File: config.mk
export PLATFORM = sky130hd
export DESIGN_NAME = am_carrier_nco
export DESIGN_NICKNAME = d
export VERILOG_FILES = /design/src/rtl/am_carrier_nco.sv
export SDC_FILE = /design/constraint.sdc
export NUM_CORES = 1
export LEC_CHECK = 0
export ABC_AREA = 1
export BUFFER_PORTS_ARGS = -buffer_cell sky130_fd_sc_hd__buf_2
export CAP_MARGIN = 20
export CORE_MARGIN = 2
export CORE_UTILIZATION = 60
export DETAILED_ROUTE_END_ITERATION = 10
export HOLD_SLACK_MARGIN = 0.08
export MAX_ROUTING_LAYER = met4
export PLACE_DENSITY = 0.82
export SLEW_MARGIN = 25
export SYNTH_ARGS = -nofsm -noshare
export SYNTH_HDL_FRONTEND = slang
export SYNTH_SLANG_ARGS = --single-unit
File: constraint.sdc
create_clock -name clk -period 7.5 [get_ports clk]
set_input_delay 1.125 -clock clk [delete_from_list [all_inputs] [get_ports clk]]
set_output_delay 1.125 -clock clk [all_outputs]
set_load 0.01 [all_outputs]
File: src/rtl/am_carrier_nco.sv
// AM carrier NCO: phase accumulator addressing an external sine ROM, plus a
// two-stage pipeline that scales the ROM carrier by the envelope 1 + m*msg.
module am_carrier_nco #(
  parameter int unsigned PHASE_W = 24
) (
  input  logic               clk,
  input  logic               reset,
  input  logic               en,
  input  logic               sync_clr,
  input  logic [PHASE_W-1:0] fcw,
  input  logic               fcw_load,
  input  logic [7:0]         msg,
  input  logic               msg_valid,
  input  logic [7:0]         depth,
  output logic [7:0]         rom_ad,
  output logic               rom_ce,
  output logic               rom_oce,
  input  logic [7:0]         rom_dout,
  output logic [15:0]        am_out,
  output logic               am_valid
);

  logic [PHASE_W-1:0] phase;
  logic [PHASE_W-1:0] phase_d;
  logic [PHASE_W-1:0] fcw_r;
  logic [7:0]         msg_hold;
  logic [8:0]         env_r;
  logic [8:0]         env_d;
  logic               v1;

  logic signed [16:0] mod_prod;
  logic signed [15:0] am_prod;

  // Phase next-state: clear beats run, run wraps modulo 2^PHASE_W.
  always_comb begin
    phase_d = phase;
    if (sync_clr) begin
      phase_d = '0;
    end else if (en) begin
      phase_d = phase + fcw_r;
    end
  end

  // Envelope and carrier products; ranges are bounded so no saturation is needed.
  always_comb begin
    mod_prod = $signed({1'b0, depth}) * $signed(msg_hold);
    // Arithmetic shift gives floor division by 256; result lands in 0..254.
    env_d    = 9'(mod_prod >>> 8) + 9'd128;
    am_prod  = $signed(rom_dout) * $signed({1'b0, env_r});
  end

  // Phase accumulator and frequency word; fcw_r update never affects this edge's step.
  always_ff @(posedge clk or posedge reset) begin
    if (reset) begin
      phase <= '0;
      fcw_r <= '0;
    end else begin
      phase <= phase_d;
      if (fcw_load) begin
        fcw_r <= fcw;
      end
    end
  end

  // Message hold register.
  always_ff @(posedge clk or posedge reset) begin
    if (reset) begin
      msg_hold <= '0;
    end else if (msg_valid) begin
      msg_hold <= msg;
    end
  end

  // Stage 1: envelope alongside the ROM read; holds while stopped.
  always_ff @(posedge clk or posedge reset) begin
    if (reset) begin
      env_r <= '0;
      v1    <= 1'b0;
    end else begin
      v1 <= en;
      if (en) begin
        env_r <= env_d;
      end
    end
  end

  // Stage 2: modulated output, held whenever no sample is in stage 1.
  always_ff @(posedge clk or posedge reset) begin
    if (reset) begin
      am_out   <= '0;
      am_valid <= 1'b0;
    end else begin
      am_valid <= v1;
      if (v1) begin
        am_out <= am_prod;
      end
    end
  end

  // ROM interface: address straight from the phase register.
  always_comb begin
    rom_ad  = phase[PHASE_W-1 -: 8];
    rom_ce  = en & ~reset;
    rom_oce = ~reset;
  end

endmodule

==> results.py <==
metrics = {
    "status": {
        "status": "finished clean",
    },
    "logic_synthesis": {
        "synthMuxAreaShare_pct": 3.65,
        "synth_adder_area_share_pct": 30.9,
        "synthSimpleGateAreaFrac_pct": 20.9,
        "synth-seq-cells": 83,
        "yosysUniqueCellTypes": 36,
        "synth_top_family_by_area": "adder cells",
        "synth_xor_area_share_pct": 2.18,
        "synth_warnings": 0,
        "synth-compound-area-share_pct": 7.05,
        "avgSynthCellArea_um2": 7.66,
        "syn-cell-area_um2": 9250,
        "synth_nets": 1442,
        "ys_seq_area_share_pct": 22.5,
        "syn_inst": 1207,
    },
    "floorplanning": {
        "io_pins": 81,
        "core_um2": 15100,
        "die-area_um2": 16400,
        "start_util_pct": 61.1,
        "die_h_um": 128,
        "num_rows": 45,
        "chipWidth_um": 128,
    },
    "routing": {
        "avgRoutedWirePerCell_um": 13.8,
        "drcViolationCount": 0,
        "via_per_inst": 5.29,
        "drtPass1Iterations": 5,
        "initialDrtViolationCount": 482,
        "vias": 7655,
        "routed_wl_mm": 19.9,
        "antenna_left": 0,
    },
    "critical_path": {
        "worst_ep_arrival_time_ps": 5290,
        "required_ps": 7720,
        "crit_type": "in2reg",
        "start_kind": "input pin",
        "critPathCaptureType": "register",
        "crit_fanout": 10,
    },
    "clocking": {
        "numCtsBuffers": 9,
        "cts_tree": "yes",
        "cts_buffer_depth": 2,
        "postCtsSetupBuffers": 0,
        "cts.sinks": 83,
        "htreeDepth": 3,
        "post_cts_resized": 0,
        "cts_root_buf": "clkbuf_16",
        "clk_pin_slew_worst_paths_ps": 60,
        "hold_buffers": 0,
        "clock_latency_ps": 350,
    },
    "cells_and_area": {
        "finalNetCount": 1489,
        "fillers": 1275,
        "fin_util_pct": 66.0,
        "syn_to_final_growth_pct": 8.13,
        "regArea_um2": 2080,
        "multi_input_area_um2": 5980,
        "drive_above_1_share_pct": 12.2,
        "stdcell_count": 1447,
    },
    "global_route": {
        "grt_pass1_vias": 7635,
        "antenna_found_initial": 1,
        "grt-ovfl-total": 0,
        "grt_usage_pct": 27.0,
        "grt_first_pass_wirelength_mm": 34.8,
        "grt_max_degree": 50,
    },
    "power": {
        "ir_drop_v": 0.000372,
        "power_density_nw_per_um2": 422,
        "leakage_uw": 0.00593,
    },
    "sta": {
        "finalCriticalPeriod_ps": 5080,
        "setup_violations": 0,
        "min_period_over_period_pct": 67.7,
        "rsz0062_at_grt": "false",
        "fin_worst_skew_ps": 7.09,
        "max_slew_margin_pct": 56.8,
        "final_max_slew_viol_count": 0,
        "timing.fmax_mhz": 197,
        "tightestPinTransition_ps": 647,
        "tns_ps": 0,
        "whs_ps": 478,
        "hold_viol_final": 0,
    },
    "placement": {
        "placed_cells": 1431,
        "io_buffer_count": 80,
        "hpwlAfterDp_mm": 16.1,
        "globalplace.congestion": 0.950,
    },
    "min_path": {
        "hold_path_class": "reg2reg",
    },
    "job": {
        "drv_cap": 0,
    },
}
## cells in the mapped netlist
master	instances	area [µm²]
clkinv_1	3	11.3
clkbuf_1	35	131
and2_1	1	6.26
nand2_1	320	1200
a21o_1	5	37.5
o21ai_1	17	85.1
inv_1	256	961
o21bai_1	6	45.0
a22o_1	3	26.3
inv_2	2	7.51
nor3_2	1	10.0
dfrtp_1	83	2080
nand3_1	44	220
nor2_1	64	240
or2_1	1	6.26
nand2_2	3	18.8
a31oi_1	7	43.8
a21boi_0	1	7.51
nand3b_1	2	15.0
xnor2_1	12	105
nor3_1	7	35.0
or2_2	6	37.5
mux2_2	30	338
a21oi_1	42	210
o21a_1	4	30.0
ha_1	102	1280
xor2_1	11	96.3
fa_1	79	1580
o21ai_4	1	16.3
nand3_2	4	40.0
a21oi_2	4	35.0
buf_2	4	20.0
o21ai_0	23	115
buf_4	8	60.1
nor2_2	3	18.8
nand4_1	13	81.3
## cell families after synthesis
| group | count (synthesis) |
|---|---|
| AND/OR/NAND/NOR | 469 |
| XOR/XNOR | 23 |
| AO/OA/AOI/OAI | 113 |
| flip-flops | 83 |
| adder cells (fa/ha/maj) | 181 |
| buffers and inverters | 308 |
| multiplexers | 30 |
## power breakdown
| part | total (µW) | internal [µW] | leakage [µW] | switching [µW] |
|---|---|---|---|---|
| clock network | 464 | 267 | 0.000141 | 197 |
| logic | 3070 | 1220 | 0.00477 | 1840 |
| registers | 684 | 566 | 0.00102 | 118 |
| total | 4210 | 2060 | 0.00593 | 2160 |
## through the flow
stage,setup WS (ps),power (µW),area [µm²]
global route,2190,4760,10000
detailed placement,2050,3730,9700
finish,2420,4210,10000
global placement,2120,3620,9700
floorplan,2460,3100,9250
CTS,2430,4230,10000
## layout by cell type (no fill, tap or decap), drive strengths merged, types with 4 or more instances in the layout
cell type  netlist  layout
nand2          323     323
inv            258     258
ha             102     102
dfrtp           83      83
buf             12      83
fa              79      79
nor2            67      67
nand3           48      48
a21oi           46      46
o21ai           41      41
mux2            30      30
nand4           13      13
xnor2           12      12
xor2            11      11
clkbuf          35      10
nor3             8       8
a31oi            7       7
or2              7       7
o21bai           6       6
a21o             5       5
clkinv           3       5
o21a             4       4
## critical path, cell delays in order
cell and delay (ps):
buf_2 80, clkinv_1 240, or2_2 390, fa_1 500
fa_1 540, inv_1 50, fa_1 530, inv_1 50
fa_1 540, inv_1 50, ha_1 330, a21oi_1 200
o21bai_1 120, nor2_1 170, nor2_1 60, nor2_1 110
xor2_1 140, o21ai_0 80
## routing by layer
metal | GRT usage, % | share of wire [%] | vias to the layer above
met5 | - | 0 | -
met4 | 8.92 | 2.3 | 0
met3 | 4.01 | 5.2 | 35
met2 | 44.5 | 47 | 213
met1 | 34.5 | 45 | 3624
li1 | - | - | 3783
## layout make-up
cell class	instances	area share (%)
Inverter	261	9.81
Clock buffer	10	2.39
Antenna cell	1	0.0250
Timing Repair Buffer	83	4.23
Tap cell	188	2.35
Clock inverter	5	0.626
Multi-Input combinational cell	816	59.8
Sequential cell	83	20.8
## registers in the layout, summed over array words and instances, names as in the netlist
| name | count |
|---|---|
| fcw_r | 24 |
| msg_hold | 8 |
| am_valid | 1 |
| env_r | 9 |
| v1 | 1 |
| am_out | 16 |
| phase | 24 |
## final timing paths
path	from	endpoint	slack, ps	cells past startpoint
setup / recovery	rom_dout[7]	am_out[12]$_DFFE_PP0P_	2420	18
hold / removal	am_out[4]$_DFFE_PP0P_	am_out[4]$_DFFE_PP0P_	480	2
setup reg to reg	msg_hold[7]$_DFFE_PP0P_	env_r[8]$_DFFE_PP0P_	2920	16
hold reg to reg	am_out[4]$_DFFE_PP0P_	am_out[4]$_DFFE_PP0P_	480	2
max in group asynchronous	reset	am_out[13]$_DFFE_PP0P_	5580	4
min in group asynchronous	reset	am_out[11]$_DFFE_PP0P_	880	3
No activity file was read; power rests on OpenSTA's default activity.
